==> src/rtl/pet_loader_pkg.sv <==
// Shared state type, zero-page pointer addresses and patch helpers for the PET DMA loader.
// PET_LOADER_FULLPATCH_EN selects the 6-byte BASIC pointer patch instead of the 2-byte one.
package pet_loader_pkg;

   typedef enum logic [2:0] {
      ST_IDLE,
      ST_HDR_LO,
      ST_HDR_HI,
      ST_PRG_DATA,
      ST_ROM_DATA,
      ST_PATCH,
      ST_DONE
   } loader_state_t;

   localparam logic [15:0] ZP_VARTAB = 16'h002A;
   localparam logic [15:0] ZP_ARYTAB = 16'h002C;
   localparam logic [15:0] ZP_STREND = 16'h002E;

`ifdef PET_LOADER_FULLPATCH_EN
   localparam int PATCH_LEN = 6;
`else
   localparam int PATCH_LEN = 2;
`endif

   // Even index writes the low byte of a pointer pair, odd index the high byte.
   function automatic logic [15:0] patch_addr(input logic [2:0] idx);
      logic [15:0] base;
      case (idx[2:1])
         2'd1:    base = ZP_ARYTAB;
         2'd2:    base = ZP_STREND;
         default: base = ZP_VARTAB;
      endcase
      return {base[15:1], idx[0]};
   endfunction

   function automatic logic is_loading(input loader_state_t s);
      return (s == ST_HDR_LO) || (s == ST_HDR_HI) || (s == ST_PRG_DATA) || (s == ST_ROM_DATA);
   endfunction

endpackage

==> src/rtl/dma_rr_arb.sv <==
// Two-requester round-robin arbiter for the DMA write port; prio_ldr forces the
// loader to win and blocks the external requester.
module dma_rr_arb (
   input  logic clk,
   input  logic reset,
   input  logic req_ldr,
   input  logic req_ext,
   input  logic prio_ldr,
   output logic gnt_ldr,
   output logic gnt_ext
);

   logic last_ext;

   always_comb begin
      gnt_ldr = 1'b0;
      gnt_ext = 1'b0;
      if (prio_ldr) begin
         gnt_ldr = req_ldr;
      end else if (req_ldr && req_ext) begin
         if (last_ext) gnt_ldr = 1'b1;
         else          gnt_ext = 1'b1;
      end else begin
         gnt_ldr = req_ldr;
         gnt_ext = req_ext;
      end
   end

   always_ff @(posedge clk or posedge reset) begin
      if (reset)        last_ext <= 1'b0;
      else if (gnt_ldr) last_ext <= 1'b0;
      else if (gnt_ext) last_ext <= 1'b1;
   end

endmodule

==> src/rtl/pet_dma_loader.sv <==
// PET DMA write-port loader: PRG/ROM ioctl parsing, BASIC pointer patch and sharing
// with one external requester. PET_LOADER_FULLPATCH_EN widens the patch to 6 bytes.
//
// state    | meaning
// IDLE     | waiting for a rising edge of ioctl_download
// HDR_LO   | next byte is load address [7:0]
// HDR_HI   | next byte is load address [15:8]
// PRG_DATA | PRG payload written at load_addr
// ROM_DATA | ROM image written at 8000-FFFF
// PATCH    | writing end pointer into zero-page pairs
// DONE     | one cycle before releasing the CPU
module pet_dma_loader
   import pet_loader_pkg::*;
#(
   parameter logic [7:0]  PRG_INDEX = 8'h41,
   parameter logic [7:0]  ROM_INDEX = 8'h02,
   parameter logic [15:0] RAM_TOP   = 16'h8000
) (
   input  logic        clk,
   input  logic        reset,
   input  logic        ioctl_download,
   input  logic [7:0]  ioctl_index,
   input  logic        ioctl_wr,
   input  logic [24:0] ioctl_addr,
   input  logic [7:0]  ioctl_dout,
   output logic        ioctl_wait,
   input  logic        ext_req,
   input  logic [15:0] ext_addr,
   input  logic [7:0]  ext_data,
   output logic        ext_gnt,
   output logic [15:0] dma_addr,
   output logic [7:0]  dma_din,
   output logic        dma_we,
   output logic        hold_cpu,
   output logic        busy
);

   loader_state_t state_q, state_d;
   logic        dl_q, dl_rise, dl_fall, dl_end, end_pend;
   logic        loading_q, loading_d;
   logic        buf_valid;
   logic [24:0] buf_addr;
   logic [7:0]  buf_data;
   logic [15:0] load_addr, end_ptr;
   logic [2:0]  patch_idx;
   logic        patch_phase, patch_last;
   logic        prg_in_ram, rom_in_range;
   logic        req_ldr, req_ext, gnt_ldr, gnt_ext;
   logic        accept, consume;
   logic [15:0] wr_addr;
   logic [7:0]  wr_data;
   logic        ovf_sticky;
   logic        dbg_unused;

   assign ioctl_wait = buf_valid;
   assign dbg_unused = ovf_sticky;

   always_comb begin
      dl_rise      = ioctl_download & ~dl_q;
      dl_fall      = ~ioctl_download & dl_q;
      dl_end       = dl_fall | end_pend;
      loading_q    = is_loading(state_q);
      prg_in_ram   = load_addr < RAM_TOP;
      rom_in_range = buf_addr < 25'h0008000;
      patch_last   = patch_idx == 3'(PATCH_LEN - 1);
      accept       = ioctl_wr & loading_q & ~buf_valid;
      // ext_gnt masks the request still held in the cycle the requester sees its grant
      req_ext      = ext_req & ~ext_gnt;
      case (state_q)
         ST_PRG_DATA: req_ldr = buf_valid & prg_in_ram;
         ST_ROM_DATA: req_ldr = buf_valid & rom_in_range;
         ST_PATCH:    req_ldr = ~patch_phase;
         default:     req_ldr = 1'b0;
      endcase
   end

   dma_rr_arb u_arb (
      .clk      (clk),
      .reset    (reset),
      .req_ldr  (req_ldr),
      .req_ext  (req_ext),
      .prio_ldr (state_q == ST_PATCH),
      .gnt_ldr  (gnt_ldr),
      .gnt_ext  (gnt_ext)
   );

   always_comb begin
      state_d = state_q;
      consume = 1'b0;
      wr_addr = '0;
      wr_data = '0;
      if (gnt_ext) begin
         wr_addr = ext_addr;
         wr_data = ext_data;
      end
      case (state_q)
         ST_IDLE: begin
            if (dl_rise) begin
               if (ioctl_index == PRG_INDEX)      state_d = ST_HDR_LO;
               else if (ioctl_index == ROM_INDEX) state_d = ST_ROM_DATA;
            end
         end
         ST_HDR_LO: begin
            consume = buf_valid;
            if (buf_valid)   state_d = ST_HDR_HI;
            else if (dl_end) state_d = ST_IDLE;
         end
         ST_HDR_HI: begin
            consume = buf_valid;
            if (buf_valid)   state_d = ST_PRG_DATA;
            else if (dl_end) state_d = ST_IDLE;
         end
         ST_PRG_DATA: begin
            consume = buf_valid & (gnt_ldr | ~prg_in_ram);
            if (gnt_ldr) begin
               wr_addr = load_addr;
               wr_data = buf_data;
            end
            if (dl_end && !buf_valid) state_d = ST_PATCH;
         end
         ST_ROM_DATA: begin
            consume = buf_valid & (gnt_ldr | ~rom_in_range);
            if (gnt_ldr) begin
               wr_addr = {1'b1, buf_addr[14:0]};
               wr_data = buf_data;
            end
            if (dl_end && !buf_valid) state_d = ST_IDLE;
         end
         ST_PATCH: begin
            if (gnt_ldr) begin
               wr_addr = patch_addr(patch_idx);
               wr_data = patch_idx[0] ? end_ptr[15:8] : end_ptr[7:0];
               if (patch_last) state_d = ST_DONE;
            end
         end
         ST_DONE: state_d = ST_IDLE;
         default: state_d = ST_IDLE;
      endcase
      loading_d = is_loading(state_d);
   end

   always_ff @(posedge clk or posedge reset) begin
      if (reset) begin
         state_q     <= ST_IDLE;
         // Starting high means a download still active after reset is not seen as a new edge
         dl_q        <= 1'b1;
         end_pend    <= 1'b0;
         buf_valid   <= 1'b0;
         buf_addr    <= '0;
         buf_data    <= '0;
         load_addr   <= '0;
         end_ptr     <= '0;
         patch_idx   <= '0;
         patch_phase <= 1'b0;
         ovf_sticky  <= 1'b0;
         dma_we      <= 1'b0;
         ext_gnt     <= 1'b0;
         dma_addr    <= '0;
         dma_din     <= '0;
         hold_cpu    <= 1'b0;
         busy        <= 1'b0;
      end else begin
         state_q  <= state_d;
         dl_q     <= ioctl_download;
         end_pend <= loading_d & (end_pend | dl_fall);

         if (consume) begin
            buf_valid <= 1'b0;
         end else if (accept) begin
            buf_valid <= 1'b1;
            buf_addr  <= ioctl_addr;
            buf_data  <= ioctl_dout;
         end
         if (ioctl_wr && loading_q && buf_valid) ovf_sticky <= 1'b1;

         if (state_q == ST_HDR_LO && buf_valid)  load_addr[7:0]  <= buf_data;
         if (state_q == ST_HDR_HI && buf_valid)  load_addr[15:8] <= buf_data;
         if (state_q == ST_PRG_DATA && consume)  load_addr       <= load_addr + 16'd1;
         if (state_q == ST_PRG_DATA && state_d == ST_PATCH)
            end_ptr <= prg_in_ram ? load_addr : RAM_TOP;

         if (state_q != ST_PATCH) begin
            patch_idx   <= '0;
            patch_phase <= 1'b0;
         end else begin
            patch_phase <= ~patch_phase;
            if (gnt_ldr) patch_idx <= patch_idx + 3'd1;
         end

         dma_we   <= gnt_ldr | gnt_ext;
         ext_gnt  <= gnt_ext;
         dma_addr <= wr_addr;
         dma_din  <= wr_data;
         hold_cpu <= (state_d == ST_HDR_LO) || (state_d == ST_HDR_HI) || (state_d == ST_PRG_DATA)
                     || (state_d == ST_PATCH) || (state_d == ST_DONE);
         busy     <= state_d != ST_IDLE;
      end
   end

endmodule

==> config.mk <==
export PLATFORM = sky130hd
export DESIGN_NAME = pet_dma_loader
export DESIGN_NICKNAME = d
export VERILOG_FILES = /design/src/rtl/pet_loader_pkg.sv /design/src/rtl/dma_rr_arb.sv /design/src/rtl/pet_dma_loader.sv
export SDC_FILE = /design/constraint.sdc
export NUM_CORES = 1
export LEC_CHECK = 0
export ABC_AREA = 0
export ABC_CLOCK_PERIOD_IN_PS = 4600
export CORE_ASPECT_RATIO = 1.2
export CORE_MARGIN = 1.5
export CORE_UTILIZATION = 52
export CTS_CLUSTER_SIZE = 8
export DETAILED_ROUTE_END_ITERATION = 8
export PLACE_DENSITY = 0.8
export SKIP_CTS_REPAIR_TIMING = 1
export SLEW_MARGIN = 20
export SYNTH_ARGS = -nofsm -noshare
export SYNTH_HDL_FRONTEND = slang
export SYNTH_SLANG_ARGS = --single-unit
==> constraint.sdc <==
create_clock -name clk -period 4.6 [get_ports clk]
set_clock_uncertainty 0.15 [all_clocks]
set_input_delay 0.92 -clock clk [delete_from_list [all_inputs] [get_ports clk]]
set_output_delay 0.92 -clock clk [all_outputs]
set_load 0.005 [all_outputs]
==> metrics.csv, run 1 <==
stage;metric;value;unit
status;outcome;finished clean;
yosys;simple-gate share of the synthesized area;14.5;%
yosys;largest cells by area after synthesis;dfrtp_1 52%, mux2_2 7.7%, nand2_1 4.3%, o21ai_0 4.2%, nor2_1 2.0%;
yosys;Synth Area in Compound Gates;17.9;%
detailed_routing;overall routed net length;12400;µm
yosys;Ys Warns;0;
cts;CTS H-tree lvls;3;
floorplan;Initial Utilization;53.0;%
setup_path;R2R Path Start;state_q[0];
setup_path;CP Class;reg2reg;
yosys;area leader, netlist;dfrtp_1;
timing;Final period util;65.9;%
floorplan;CORE AREA;9420;µm²
cts;worst skew pair latency;0.35;ns
yosys;post-synthesis mux area share;9.47;%
yosys;adder-cell share of the synthesized area;1.00;%
finish;Filler cells;713;
timing;Rel. slew slack;35.2;%
global_route;first-pass GRT wire length;20000;µm
placed_design;Inst Count DP;667;
setup_path;cell chain of the critical path;and3b_1 > o211ai_4 > o211a_1 > or3_1 > a21oi_1;
timing;fin crit period;3.03;ns
cts;CTS tree;yes;
finish;Net count, final;629;
setup_path;slowest CP cell;dfrtp_1;
setup_path;Worst Path Arrival;3.14;ns
timing;max-slew violation count;0;
global_route;antenna violations before repair;0;
finish;share of cells above drive strength 1;12.5;%
floorplan;io pins;99;
detailed_routing;vias post-DR;4002;
finish;post-synthesis to final-layout area growth;26.7;%
timing;endpoints failing hold;0;
global_route;vias in the first global route;4048;
detailed_routing;vias per cell;5.87;
hold_path;Worst Hold Launch;end_ptr[10];
global_route;grt ovf;0;
yosys;synthesized net count;544;
yosys;top-count cell post-synth;dfrtp_1;
finish;ant diodes;0;
flow_run;Max-Cap Viols;0;
yosys;Post-Syn Area;4990;µm²
timing;Worst-Margin Slew;0.964;ns
yosys;Synth Flop Type;dfrtp_1;
detailed_routing;post-route ant nets;0;
yosys;Post-synth ARST share;100;%
timing;setup_tns;0;ns
floorplan;Die Ht;110;µm
floorplan;Die X;92.5;µm
detailed_routing;# DRC;0;
pwr;Pwr Density;519;nW/µm²
timing;RSZ-0062 raised after global routing;no;
setup_path;Crit. End Element;flip-flop;
cts;Worst-path clk slew;0.07;ns
setup_path;setup slack, reg-to-reg;1.57;ns
floorplan;die area;10200;µm²
yosys;xor and xnor area share after synthesis;0.351;%
cts;Root Driver;clkbuf_16;
cts;TritonCTS Buffers;9;
setup_path;data required time of the worst path;4.71;ns
yosys;Synth top area share;51.6;%
setup_path;crit path launch;state_q[0];
yosys;largest family of logic cells by synthesized area;compound AO/OA/AOI/OAI gates;
detailed_routing;DRT Pass-1 Iters;5;
pwr;Pleak;2.54;nW
setup_path;CP peak stage delay;0.80;ns
cts;Max clock buf depth;2;
placed_design;number of port buffers;98;
global_route;largest net degree at the start of global routing;73;
yosys;Distinct cells, synth;64;
floorplan;row cnt;39;
setup_path;Worst Setup Start Kind;flip-flop;
yosys;Post-synth EDFFs;0;
timing;Final setup viols;0;
detailed_routing;routed len/inst;18.1;µm
placed_design;Final Wtd Congestion;0.883;
yosys;syn_area_per_cell;10.6;µm²
global_route;overall routing resource usage;25.7;%
timing;fmax;330;MHz
placed_design;Detailed Place HPWL;8660;µm
yosys;top cells by count, synth;103 x dfrtp_1, 57 x nand2_1, 42 x o21ai_0;
yosys;Seq/Total Area, Yosys;52.1;%
yosys;number of synthesized register bits;104;
cts;clk sinks;104;
pwr;maximum vdd drop;0.000367;V
hold_path;Hold WC Path Type;reg2reg;
setup_path;crit path max fanout;32;
yosys;Post-Syn Instances;470;
detailed_routing;drt first-iter violations;271;
finish;fin cells;682;
## power breakdown
group / switching [mW] / internal (mW)
sequential: 0.335 / 1.21
combinational: 0.388 / 0.513
clock: 0.334 / 0.505
total: 1.06 / 2.23
## final timing paths
path / end / cells past startpoint
setup reg to reg: end_pend / 5
hold / removal: end_ptr[10] / 2
min in group asynchronous: dma_din[2] / 2
setup / recovery: end_pend / 5
max in group asynchronous: dl_q / 3
hold reg to reg: end_ptr[10] / 2
## placed cells by master, fill, tap and decap left out, drive strengths merged, types with 7 or more instances in the layout
cell type      count
a21oi             18
mux2              34
mux2i              9
nand3              9
a22oi             13
o21ai             45
clkdlybuf4s50     98
dfrtp            103
nand2b            13
nor2              27
nand2             58
clkbuf            11
inv               15
o211ai             7
## metal layers
metal / up-vias / global-route usage, % / wire, µm
li1: 1872 / - / -
met1: 1957 / 33.5 / 5290
met2: 151 / 42.9 / 6100
met3: 22 / 3.43 / 677
met4: 0 / 11.5 / 283
met5: - / 0 / 0
## layout make-up
class	count	area (µm²)	share of cell area, %
Sequential cell	104	2600	41.2
Inverter	15	58.8	0.929
Clock inverter	4	77.6	1.23
Tap cell	123	154	2.43
Clock buffer	11	253	3.99
Timing Repair Buffer	103	1020	16.1
Multi-Input combinational cell	322	2160	34.2
## logic make-up after synthesis
group / after synthesis
buf+inv: 44
xor+xnor: 2
compound gates: 126
simple gates: 147
flops: 104
fa+ha+maj: 4
mux: 43
## critical path, delay by kind of cell (launching register included)
family | cells | cell delay (ns)
AOI/OAI and AO/OA | 3 | 0.86
and+or+nand+nor | 2 | 1.13
DFF | 1 | 0.80
## state kept, by name, indices dropped and copies added, names as in the netlist, 3 cells and up
name       flops
dma_addr      16
end_ptr       16
dma_din        8
buf_addr      25
load_addr     16
buf_data       8
state_q        3
patch_idx      3
## stage by stage
stage                     setup slack (ns)  cell area (µm²)  total power [mW]  hold WS [ns]  util (%)
after global routing                  1.38             6330              3.46         0.352      67.2
after CTS                             1.57             6330              3.29         0.334      67.2
after global placement                1.51             6000              2.40         0.311      63.7
final                                 1.57             6330              3.29         0.331      67.2
after floorplan                      0.799             4990              2.07         0.298         -
after detailed placement              1.48             6000              2.45         0.320      63.7
Power figures use the tool's default switching activity.
==> inputs of run 2 (changes only) <==
--- a/config.mk
+++ b/config.mk
@@ -6,7 +6,7 @@
 export NUM_CORES = 1
 export LEC_CHECK = 0
 export ABC_AREA = 0
-export ABC_CLOCK_PERIOD_IN_PS = 4600
+export ABC_CLOCK_PERIOD_IN_PS = 3000
 export CORE_ASPECT_RATIO = 1.2
 export CORE_MARGIN = 1.5
 export CORE_UTILIZATION = 52
==> constraint.sdc (replaced) <==
create_clock -name clk -period 3 [get_ports clk]
set_clock_uncertainty 0.15 [all_clocks]
set_input_delay 0.6 -clock clk [delete_from_list [all_inputs] [get_ports clk]]
set_output_delay 0.6 -clock clk [all_outputs]
set_load 0.005 [all_outputs]
==> metrics.csv, run 2 (synthesis gave the netlist of run 1 again) <==
stage;metric;value;unit
status;outcome;finished clean;
pwr;Gate power share;29.5;%
flow_run;Max-Cap Viols;0;
cts;Worst-path clk slew;0.07;ns
timing;fin crit period;2.50;ns
timing;Final setup viols;0;
cts;TritonCTS Buffers;9;
global_route;largest net degree at the start of global routing;105;
finish;post-synthesis to final-layout area growth;27.9;%
setup_path;crit path max fanout;25;
timing;max-slew violation count;0;
cts;Max clock buf depth;2;
global_route;grt ovf;0;
global_route;met1 usage;34.9;%
pwr;Pint;3.30;mW
finish;Biggest register;buf_addr;
pwr;sw frac;32.8;%
global_route;overall routing resource usage;25.9;%
floorplan;Initial Utilization;53.0;%
floorplan;io pins;99;
pwr;switching pwr;1.61;mW
setup_path;data required time of the worst path;3.11;ns
global_route;antenna violations before repair;0;
detailed_routing;drt first-iter violations;316;
timing;Worst-Margin Slew;0.793;ns
timing;endpoints failing hold;0;
cts;CTS H-tree lvls;3;
setup_path;Top delay family on crit path;compound AO/OA/AOI/OAI gates;
setup_path;Critical path buffers and inverters;1;
floorplan;Die Ht;110;µm
pwr;Final Total Pwr;4.92;mW
timing;worst hold margin;0.329;ns
global_route;met2 Track Usage GR;42.5;%
hold_path;Hold WC Path Type;reg2reg;
timing;fmax;400;MHz
cts;clk sinks;104;
hold_path;Worst Hold Launch;end_ptr[9];
finish;share of cells above drive strength 1;14.2;%
detailed_routing;post-route ant nets;0;
finish;most frequent cells in the layout;103 x dfrtp_1, 98 x clkdlybuf4s50_1, 57 x nand2_1;
placed_design;number of port buffers;98;
pwr;Pwr Density;770;nW/µm²
setup_path;cell chain of the critical path;nor3b_2 > buf_4 > o211ai_1 > o22ai_4 > nand2_2 > a32oi_2;
placed_design;Detailed Place HPWL;8860;µm
floorplan;row cnt;39;
cts;CTS tree;yes;
setup_path;CP Class;reg2reg;
timing;Final period util;83.2;%
cts;worst skew pair latency;0.35;ns
finish;fin cells;694;
detailed_routing;overall routed net length;12400;µm
timing;setup_tns;0;ns
setup_path;Worst Path Arrival;2.61;ns
pwr;Sequential Power Share;47.2;%
timing;Rel. slew slack;47.2;%
setup_path;CP peak stage delay;0.63;ns
setup_path;Crit. End Element;flip-flop;
floorplan;Die X;92.5;µm
pwr;maximum vdd drop;0.000558;V
detailed_routing;routed len/inst;17.8;µm
finish;most common cell after layout, fill and taps aside;dfrtp_1;
cts;Root Driver;clkbuf_16;
finish;Net count, final;640;
floorplan;CORE AREA;9420;µm²
finish;ant diodes;0;
timing;RSZ-0062 raised after global routing;no;
global_route;grt peak-use layer;met2;
global_route;first-pass GRT wire length;20200;µm
setup_path;R2R Path Start;state_q[1];
placed_design;Final Wtd Congestion;0.880;
setup_path;Worst Setup Start Kind;flip-flop;
detailed_routing;# DRC;0;
pwr;Pleak;2.58;nW
detailed_routing;vias per cell;5.91;
finish;Largest register FFs;25;
global_route;vias in the first global route;4016;
placed_design;Inst Count DP;678;
setup_path;crit path launch;state_q[1];
detailed_routing;vias post-DR;4099;
setup_path;slowest CP cell;o22ai_4;
pwr;Clock Power Share;23.3;%
floorplan;die area;10200;µm²
detailed_routing;DRT Pass-1 Iters;5;
global_route;met3 Use GR;4.66;%
run 2: worst register-to-register path: cells and delay by family (launching register included):
family / cells / cell delay [ns]
AOI/OAI and AO/OA: 3 / 0.94
DFF: 1 / 0.57
and+or+nand+nor: 2 / 0.54
buffers and inverters: 1 / 0.21
run 2: final timing paths:
| check | slack (ns) | endpoint | depth (start not counted) |
|---|---|---|---|
| worst max-delay path | 0.50 | dma_addr[3] | 6 |
| worst min-delay path | 0.33 | end_ptr[9] | 2 |
| worst max register to register | 0.50 | dma_addr[3] | 6 |
| worst min register to register | 0.33 | end_ptr[9] | 2 |
| max in group asynchronous | 1.67 | dl_q | 3 |
| min in group asynchronous | 0.59 | dma_din[2] | 3 |
run 2: area by class of cell:
class	instances	area [µm²]
repair buffers	114	1110
clock inverters	3	25.0
clock buffers	13	270
fillers	731	3030
multi-input cells	322	2160
inverters	15	60.1
flip-flops and latches	104	2600
well taps	123	154
run 2: per-layer routing:
metal	share of wire, %	vias up
met3	4.9	25
met4	2.4	0
met1	43	2031
met2	50	146
met5	0	-
li1	-	1897
run 2: power by group through the flow:
stage	combinational, mW	clock, mW	sequential, mW
finish	1.45	1.14	2.32
global route	1.61	1.21	2.38
CTS	1.46	1.15	2.31
detailed placement	1.45	0	2.33
global placement	1.40	0	2.32
floorplan	1.01	0	2.16
run 2: per-stage QoR:
| step | setup slack [ns] | utilization, % | area (µm²) |
|---|---|---|---|
| final | 0.503 | 67.8 | 6390 |
| after global routing | 0.373 | 67.8 | 6390 |
| after CTS | 0.516 | 67.8 | 6390 |
| after detailed placement | 0.246 | 64.7 | 6090 |
| after global placement | 0.331 | 64.7 | 6090 |
| after floorplan | 0.881 | - | 5000 |
